<file path="config.mk">
export PLATFORM = sky130hd
export DESIGN_NAME = input_debouncer
export DESIGN_NICKNAME = d
export VERILOG_FILES = /design/src/rtl/debounce_pkg.sv /design/src/rtl/input_debouncer_sync_chain.sv /design/src/rtl/input_debouncer.sv
export SDC_FILE = /design/constraint.sdc
export NUM_CORES = 1
export LEC_CHECK = 0
export ABC_CLOCK_PERIOD_IN_PS = 2470
export CAP_MARGIN = 20
export CORE_AREA = 2 2 39 41
export CTS_CLUSTER_DIAMETER = 200
export DETAILED_ROUTE_END_ITERATION = 8
export DIE_AREA = 0 0 41 43
export GPL_ROUTABILITY_DRIVEN = 0
export PLACE_DENSITY = 0.52
export SLEW_MARGIN = 10
export SYNTH_ARGS = -nofsm -noshare
export SYNTH_HDL_FRONTEND = slang
export SYNTH_HIERARCHICAL = 1
export SYNTH_SLANG_ARGS = --single-unit
</file>
<file path="constraint.sdc">
create_clock -name clk -period 2.47 [get_ports clk]
set_clock_uncertainty 0.2 [all_clocks]
set_input_delay 0.494 -clock clk [delete_from_list [all_inputs] [get_ports clk]]
set_output_delay 0.494 -clock clk [all_outputs]
set_load 0.02 [all_outputs]
</file>
<file path="src/rtl/debounce_pkg.sv">
// Shared types and default constants for the input debouncer.
package debounce_pkg;

    typedef enum logic [1:0] {
        ST_LOW   = 2'd0,
        CHK_HIGH = 2'd1,
        ST_HIGH  = 2'd2,
        CHK_LOW  = 2'd3
    } deb_state_t;

    localparam int unsigned DEB_SYNC_STAGES_DEF   = 2;
    localparam int unsigned DEB_STABLE_CYCLES_DEF = 4;

endpackage

</file>
<file path="src/rtl/input_debouncer_sync_chain.sv">
// Multi-flop synchronizer bringing a raw asynchronous bit into the clk domain.
module sync_chain #(
    parameter int unsigned SYNC_STAGES = 2
) (
    input  logic clk,
    input  logic rst_n,
    input  logic d_i,
    output logic s_o
);

    logic [SYNC_STAGES-1:0] sync_q;

    // Shift the raw input through the chain; every stage clears on reset.
    always_ff @(posedge clk or negedge rst_n) begin
        if (!rst_n) begin
            sync_q <= '0;
        end else begin
            sync_q <= {sync_q[SYNC_STAGES-2:0], d_i};
        end
    end

    assign s_o = sync_q[SYNC_STAGES-1];

endmodule

</file>
<file path="src/rtl/input_debouncer.sv">
// Debounces a raw asynchronous input: synchronizer, stability-counting FSM,
// registered clean level and optional single-cycle rise/fall strobes.
// Build option: define INPUT_DEBOUNCER_EDGE_EN to compile in the strobe
// registers; otherwise rise/fall are tied low.
module input_debouncer
    import debounce_pkg::*;
#(
    parameter int unsigned SYNC_STAGES   = DEB_SYNC_STAGES_DEF,
    parameter int unsigned STABLE_CYCLES = DEB_STABLE_CYCLES_DEF
) (
    input  logic clk,
    input  logic rst_n,
    input  logic d,
    output logic q,
    output logic rise,
    output logic fall
);

    localparam int unsigned CNT_W = $clog2(STABLE_CYCLES);
    localparam logic [CNT_W-1:0] CNT_LAST = CNT_W'(STABLE_CYCLES - 1);

    logic             s;
    deb_state_t       state_q, state_d;
    logic [CNT_W-1:0] cnt_q, cnt_d;
    logic             q_q, q_d;

    sync_chain #(
        .SYNC_STAGES(SYNC_STAGES)
    ) u_sync (
        .clk  (clk),
        .rst_n(rst_n),
        .d_i  (d),
        .s_o  (s)
    );

    // State, stability counter and clean level registers.
    always_ff @(posedge clk or negedge rst_n) begin
        if (!rst_n) begin
            state_q <= ST_LOW;
            cnt_q   <= '0;
            q_q     <= 1'b0;
        end else begin
            state_q <= state_d;
            cnt_q   <= cnt_d;
            q_q     <= q_d;
        end
    end

    // Next state: a level change must persist STABLE_CYCLES samples to commit.
    always_comb begin
        state_d = state_q;
        cnt_d   = cnt_q;
        q_d     = q_q;
        case (state_q)
            ST_LOW: begin
                if (s) begin
                    state_d = CHK_HIGH;
                    cnt_d   = CNT_W'(1);
                end
            end
            CHK_HIGH: begin
                if (!s) begin
                    state_d = ST_LOW;
                    cnt_d   = '0;
                end else if (cnt_q == CNT_LAST) begin
                    state_d = ST_HIGH;
                    q_d     = 1'b1;
                    cnt_d   = '0;
                end else begin
                    cnt_d = cnt_q + CNT_W'(1);
                end
            end
            ST_HIGH: begin
                if (!s) begin
                    state_d = CHK_LOW;
                    cnt_d   = CNT_W'(1);
                end
            end
            CHK_LOW: begin
                if (s) begin
                    state_d = ST_HIGH;
                    cnt_d   = '0;
                end else if (cnt_q == CNT_LAST) begin
                    state_d = ST_LOW;
                    q_d     = 1'b0;
                    cnt_d   = '0;
                end else begin
                    cnt_d = cnt_q + CNT_W'(1);
                end
            end
            default: begin
                state_d = ST_LOW;
                cnt_d   = '0;
                q_d     = 1'b0;
            end
        endcase
    end

    assign q = q_q;

`ifdef INPUT_DEBOUNCER_EDGE_EN
    logic rise_q, rise_d;
    logic fall_q, fall_d;

    // Strobe fires on the same edge that commits the new level of q.
    always_comb begin
        rise_d = 1'b0;
        fall_d = 1'b0;
        if (q_d && !q_q) begin
            rise_d = 1'b1;
        end
        if (!q_d && q_q) begin
            fall_d = 1'b1;
        end
    end

    // Strobe registers; cleared by reset so an aborted check emits nothing.
    always_ff @(posedge clk or negedge rst_n) begin
        if (!rst_n) begin
            rise_q <= 1'b0;
            fall_q <= 1'b0;
        end else begin
            rise_q <= rise_d;
            fall_q <= fall_d;
        end
    end

    assign rise = rise_q;
    assign fall = fall_q;
`else
    assign rise = 1'b0;
    assign fall = 1'b0;
`endif

endmodule

</file>
==> impl_metrics.env <==
export IMPL_status="finished, final reports clean"
export IMPL_drtPass1Iterations=1
export IMPL_overflow=0
export IMPL_grt_pass1_wl_um=848
export IMPL_die_x_um=41
export IMPL_required_ns=1.78
export IMPL_fill_cells=156
export IMPL_power_uw=384
export IMPL_final_cell_mix="7 x dfrtp_1, 3 x clkbuf_4, 3 x clkdlybuf4s50_1"
export IMPL_total_leakage_power_nw=0.164
export IMPL_synthToLayoutAreaGrowth_pct=21.2
export IMPL_initial_utilization=0.222
export IMPL_io_pins=6
export IMPL_h_tree_depth=1
export IMPL_clock_path_buffers=2
export IMPL_antenna_left=0
export IMPL_clock_fmax_mhz=533
export IMPL_fin_area_um2=372
export IMPL_drt_iter0_drc=0
export IMPL_crit_path_cell_trace="clkdlybuf4s50_1"
export IMPL_slowest_delay_ns=0.60
export IMPL_post_cts_setup_buffer_count=0
export IMPL_r2r_setup_slack_ns=1.08
export IMPL_hold_class="reg -> reg"
export IMPL_cts_made_buffers=3
export IMPL_fin_nets=39
export IMPL_ctsHoldBuffers=0
export IMPL_whs_ns=0.147
export IMPL_cp_end_kind="primary output"
export IMPL_finalHoldViolations=0
export IMPL_drc=0
export IMPL_min_delay_start="u_sync/sync_q[0]$_DFF_PN0_"
export IMPL_place_port_buffers=3
export IMPL_rr_worst_depth=4
export IMPL_cp_arrival_ns=1.18
export IMPL_ys_types=16
export IMPL_setup_tns_final_ns=0
export IMPL_crit_type="reg -> out"
export IMPL_final_cells=49
export IMPL_wl_per_cell_um=8.80
export IMPL_critical_path_top_delay_family="buffers and inverters"
export IMPL_critPathMaxFanout=2
export IMPL_cts_clk_slew_worst_paths_ns=0.05
export IMPL_peakVddDrop_uv=287
export IMPL_grt_use_total=0.0783
export IMPL_finalCritPeriodShare=0.760
export IMPL_clockRootBuffer="clkbuf_4"
export IMPL_vias=200
export IMPL_setup_viol=0
export IMPL_slowest_stage="clkdlybuf4s50_1"
export IMPL_finalWorstPathRequiredPeriod_ns=1.88
export IMPL_dpl_cell_count=45
export IMPL_final_common_cell="dfrtp_1"
export IMPL_die_area_mm2=0.00176
export IMPL_synth_seq_cells=7
export IMPL_clkLatencyLatePin_ns=0.24
export IMPL_reg2reg_to="q$_DFFE_PN0P_"
export IMPL_diodes=0
export IMPL_dp_hpwl_um=367
export IMPL_rsz0062_at_grt="no"
export IMPL_holdPathEnd="u_sync/sync_q[1]$_DFF_PN0_"
export IMPL_powerDensity_mw_per_mm2=1030
export IMPL_drive_gt1_frac=0.121
export IMPL_clock_sinks=7
export IMPL_avgSynthCellArea_um2=11.4
export IMPL_antenna_found_initial=0
export IMPL_drv_slew=0
export IMPL_yosysSeqAreaShare=0.571
export IMPL_synth_warnings=6
export IMPL_whs_path_depth=0
export IMPL_cts_tree="done"
export IMPL_cp_start_kind="flop"
export IMPL_r2r_start="cnt_q[0]$_DFFE_PN0P_"
export IMPL_via_per_inst=4.08
export IMPL_syn_area_um2=307
export IMPL_cts_resized=0
export IMPL_drt_total_wl_um=431
export IMPL_grt_max_degree=8
export IMPL_core_mm2=0.00138
export IMPL_netlist_instances=27
export IMPL_dpl_cell_area_um2=345
export IMPL_crit_buf_inv=1
export IMPL_first_global_vias=196
export IMPL_dieHeight_um=43
export IMPL_max_cap_viol_count=0
export IMPL_rows=14
[cell families after synthesis]
logic type / share of synthesized area
compound gates: 0.151
flops: 0.571
simple gates: 0.0939
buf+inv: 0.0612
fa+ha+maj: 0.0816
xor+xnor: 0.0286
other cells: 0.0122
[stage by stage]
step	worst slack, ns	util
detailed placement	0.837	0.250
finish	0.593	0.269
CTS	0.567	0.269
global placement	0.860	0.250
floorplan	1.16	-
global route	0.537	0.269
[cells in the mapped netlist (all sizes together)]
cell type  count  area share
dfrtp          7        0.57
a21oi          2       0.033
buf            2       0.049
ha             2       0.082
nor2           2       0.024
o21ai          2       0.033
a41o           1       0.033
conb           1       0.012
inv            1       0.012
nand2          1       0.012
nand2b         1       0.020
nand3          1       0.016
nor2b          1       0.020
o21a           1       0.024
o31a           1       0.029
xor2           1       0.029
[how the worst max path moves through the flow]
stage	start	endpoint	cells after the start
2_1_floorplan	cnt_q[0]$_DFFE_PN0P_	q$_DFFE_PN0P_	4
3_3_place_gp	q$_DFFE_PN0P_	q	1
3_5_place_dp	q$_DFFE_PN0P_	q	1
4_1_cts	q$_DFFE_PN0P_	q	1
5_1_grt	q$_DFFE_PN0P_	q	1
6_report	q$_DFFE_PN0P_	q	1
[where the power goes]
part,internal [mW],switching (mW)
Combinational,0.0567,0.0515
Clock,0.0613,0.0373
Sequential,0.148,0.0295
Total,0.266,0.118
[cell type report]
type | count | area [um^2] | share of cell area
Tap cell | 16 | 20.0 | 0.0539
Timing Repair Buffer | 3 | 30.0 | 0.0808
Clock buffer | 4 | 26.3 | 0.0707
Inverter | 1 | 3.75 | 0.0101
Sequential cell | 7 | 175 | 0.471
Multi-Input combinational cell | 18 | 116 | 0.313
[per-layer routing]
layer	wire, um	GRT usage	vias to the layer above
met4	0	0.0600	0
met5	0	0	-
met1	152	0.0772	94
li1	-	-	102
met2	245	0.109	4
met3	32	0.0524	0
No activity file was read; power rests on OpenSTA's default activity.
==> RTL change 1 (same flow settings) <==
Add an input register stage for `d`, without a reset; this delays it by one clock.
--- a/src/rtl/input_debouncer.sv
+++ b/src/rtl/input_debouncer.sv
@@ -19,6 +19,12 @@
     localparam int unsigned CNT_W = $clog2(STABLE_CYCLES);
     localparam logic [CNT_W-1:0] CNT_LAST = CNT_W'(STABLE_CYCLES - 1);
 
+    logic d_q;
+
+    always_ff @(posedge clk) begin
+        d_q <= d;
+    end
+
     logic             s;
     deb_state_t       state_q, state_d;
     logic [CNT_W-1:0] cnt_q, cnt_d;
@@ -29,7 +35,7 @@
     ) u_sync (
         .clk  (clk),
         .rst_n(rst_n),
-        .d_i  (d),
+        .d_i  (d_q),
         .s_o  (s)
     );
 
Formal check against the unedited RTL: not equivalent (a bounded check fails within 10 cycles, from zero or initial values and one cycle with rst_n low).
==> RTL change 1 against the original RTL <==
Synthesized cell count up 3.7%. Routed wire length up 14%. Core utilization up 1.4 points. Worst setup slack worse by 22 ps. Power up 5.3%. Combinational power down 4%. First-iteration DRC count up 2. Sequential cell count up 1. Area after synthesis up 6.5%. Final area up 5.4%. Die area unchanged. Maximum frequency down 1.2%. Clock power up 9.5%.
==> RTL change 1: results <==
export IMPL_drt_pass1_iter_count=4
export IMPL_wl_met3_um=46
export IMPL_placed_cell_area_um2=365
export IMPL_ys_seq_area_share_pct=59.8
export IMPL_netlist_top_cells_area="dfrtp_1, ha_1, dfxtp_1, buf_4, a21oi_1"
export IMPL_buf_share_pct=7.67
export IMPL_p_leak_nw=0.172
export IMPL_crit_arrival_ps=1200
export IMPL_p_int_mw=0.278
export IMPL_instances_no_fill=50
export IMPL_power_frac_seq_pct=47.5
export IMPL_clk_insertion_delay_late_ps=260
export IMPL_fp_dieW_um=41
export IMPL_syn_inst=28
export IMPL_grt_use_met3_pct=9.42
export IMPL_status="finished clean"
export IMPL_holdBufCountCts=0
export IMPL_grt_util_met2_pct=8.44
export IMPL_drtIter0Drc=2
export IMPL_pre_cts_ws_ps=850
export IMPL_num_fill_cells=142
export IMPL_pg_comb_mw=0.104
export IMPL_finalNetCount=40
export IMPL_async_flop_share_pct=87.5
export IMPL_track_usage_pct=7.81
export IMPL_met1_length_um=201
export IMPL_drive_gt1_share_pct=11.8
export IMPL_grt_pass1_wl_um=807
export IMPL_max_vdd_ir_drop_uv=404
export IMPL_clock_cell_area_share_pct=6.71
export IMPL_design_area_um2=392
export IMPL_grt_pass1_vias=211
export IMPL_wl_met2_um=242
export IMPL_wire_per_inst_um=9.80
export IMPL_cts_sinks=8
export IMPL_grt_util_met1_pct=8.64
export IMPL_seq_share_pct=49.8
export IMPL_synth_cell_types=17
export IMPL_pwr_share_comb_pct=25.8
export IMPL_multi_input_area_share_pct=29.7
export IMPL_vias_per_cell=4.24
export IMPL_cts_root_buf="clkbuf_4"
export IMPL_max_stage_delay_ps=600
export IMPL_dpl_cell_count=46
## RTL change 1: path summary, 6_finish.rpt
check | end | slack [ps] | start | cells past startpoint
max | q | 570 | q$_DFFE_PN0P_ | 1
min | u_sync/sync_q[1]$_DFF_PN0_ | 130 | u_sync/sync_q[0]$_DFF_PN0_ | 0
max reg2reg | q$_DFFE_PN0P_ | 1070 | cnt_q[0]$_DFFE_PN0P_ | 4
min reg2reg | u_sync/sync_q[1]$_DFF_PN0_ | 130 | u_sync/sync_q[0]$_DFF_PN0_ | 0
max in group asynchronous | state_q[0]$_DFFE_PN0P_ | 1540 | rst_n | 1
min in group asynchronous | cnt_q[1]$_DFFE_PN0P_ | 280 | rst_n | 1
## RTL change 1: cells by family (layout without fill, tap and decap cells)
kind of cell,count (synthesis),in the layout,synth area share [%]
DFF,8,8,59.8
xor gates and xnor gates,1,1,2.68
other,1,2,1.15
adders and majority gates,2,2,7.66
and+or+nand+nor,6,6,8.81
buffers and inverters,3,8,5.74
AOI/OAI and AO/OA,7,7,14.2
==> RTL change 2 (same flow settings) <==
Made on the original files. Build with the macro `INPUT_DEBOUNCER_EDGE_EN` defined.
--- a/src/rtl/input_debouncer.sv
+++ b/src/rtl/input_debouncer.sv
@@ -2,6 +2,8 @@
 // registered clean level and optional single-cycle rise/fall strobes.
 // Build option: define INPUT_DEBOUNCER_EDGE_EN to compile in the strobe
 // registers; otherwise rise/fall are tied low.
+`define INPUT_DEBOUNCER_EDGE_EN
+
 module input_debouncer
     import debounce_pkg::*;
 #(
Formal check against the unedited RTL: not equivalent (a bounded check fails within 10 cycles, from zero or initial values and one cycle with rst_n low).
==> RTL change 2 against the original RTL <==
Maximum frequency down 4.0%. Power up 10%. Area after synthesis up 8.2%. Final area up 15%. Final cell count unchanged. Highest routed layer unchanged. Hold slack better by 2.4 ps. Sequential cell count up 2. Routed wire length up 15%. Worst setup slack worse by 79 ps. Largest power group unchanged.
==> RTL change 2: results <==
export IMPL_grt_pass1_vias=195
export IMPL_drive_gt1_share_pct=18.2
export IMPL_hold_ws_ps=149
export IMPL_placed_cell_area_um2=402
export IMPL_max_vdd_ir_drop_uv=375
export IMPL_grt_max_degree=10
export IMPL_crit_arrival_ps=1260
export IMPL_cts_root_buf="clkbuf_4"
export IMPL_track_usage_pct=8.24
export IMPL_syn_inst=24
export IMPL_hold_class="reg2reg"
export IMPL_switchingPower_mw=0.125
export IMPL_start_kind="flip-flop"
export IMPL_drtIter0Drc=6
export IMPL_cts_setup_buffers=0
export IMPL_num_fill_cells=138
export IMPL_wire_per_inst_um=10.1
export IMPL_pre_cts_ws_ps=776
export IMPL_synth_cell_types=14
export IMPL_dp_hpwl_um=392
export IMPL_multi_input_area_um2=106
export IMPL_r2r_start="cnt_q[0]$_DFFE_PN0P_"
export IMPL_drt_pass1_iter_count=4
export IMPL_period_share_pct=79.2
export IMPL_finalNetCount=38
export IMPL_status="finished clean"
export IMPL_crit_path_start="q$_DFF_PN0_"
export IMPL_drt_wl_total_um=496
export IMPL_netlist_top_cells_area="dfrtp_1, and4bb_2, ha_1, mux2_2, a21oi_1"
export IMPL_port_buffers=5
export IMPL_p_leak_nw=0.182
export IMPL_yosys_top_cells_count="dfrtp_1, a21oi_1, o21ai_0"
export IMPL_r2r_setup_slack_ps=1030
export IMPL_grt_pass1_wl_um=855
export IMPL_clk_insertion_delay_late_ps=260
export IMPL_dpl_cell_count=45
export IMPL_critPathMaxFanout=5
export IMPL_vias=206
export IMPL_ys_seq_area_share_pct=67.9
export IMPL_max_stage_delay_ps=620
## RTL change 2: worst paths after layout
| path | endpoint | cells past startpoint |
|---|---|---|
| max reg2reg | flip-flop | 3 |
| min | u_sync/sync_q[1]$_DFF_PN0_ | 0 |
| max | q | 1 |
| max in group asynchronous | u_sync/sync_q[1]$_DFF_PN0_ | 1 |
| min in group asynchronous | state_q[0]$_DFFE_PN0P_ | 1 |
| min reg2reg | u_sync/sync_q[1]$_DFF_PN0_ | 0 |
## RTL change 2: area by class of cell
type	count	area share, %
clock buffers	4	6.14
multi-input cells	15	24.9
repair buffers	5	11.7
flip-flops and latches	9	52.6
well taps	16	4.68
## RTL change 2: per-layer routing
| layer | GRT usage, % | vias up | part of all wire, % |
|---|---|---|---|
| met1 | 10.4 | 96 | 44 |
| met3 | 9.95 | 0 | 13 |
| met5 | 0 | - | 0 |
| met2 | 8.75 | 8 | 43 |
| met4 | 2.00 | 0 | 0 |
| li1 | - | 102 | - |
## RTL change 2: cells by family after synthesis
kind of cell | Yosys count | synth area share (%)
simple gates | 7 | 14.3
xor+xnor | 1 | 2.64
fa+ha+maj | 1 | 3.77
flops | 9 | 67.9
compound gates | 5 | 7.93
mux | 1 | 3.40
## RTL change 2: power by group through the flow
stage               Clock, mW  Sequential, mW  Combinational [mW]
global route            0.129           0.226               0.110
detailed placement          0           0.224              0.0967
CTS                     0.113           0.221              0.0971
finish                  0.109           0.221              0.0940
global placement            0           0.219              0.0908
floorplan                   0           0.220              0.0629
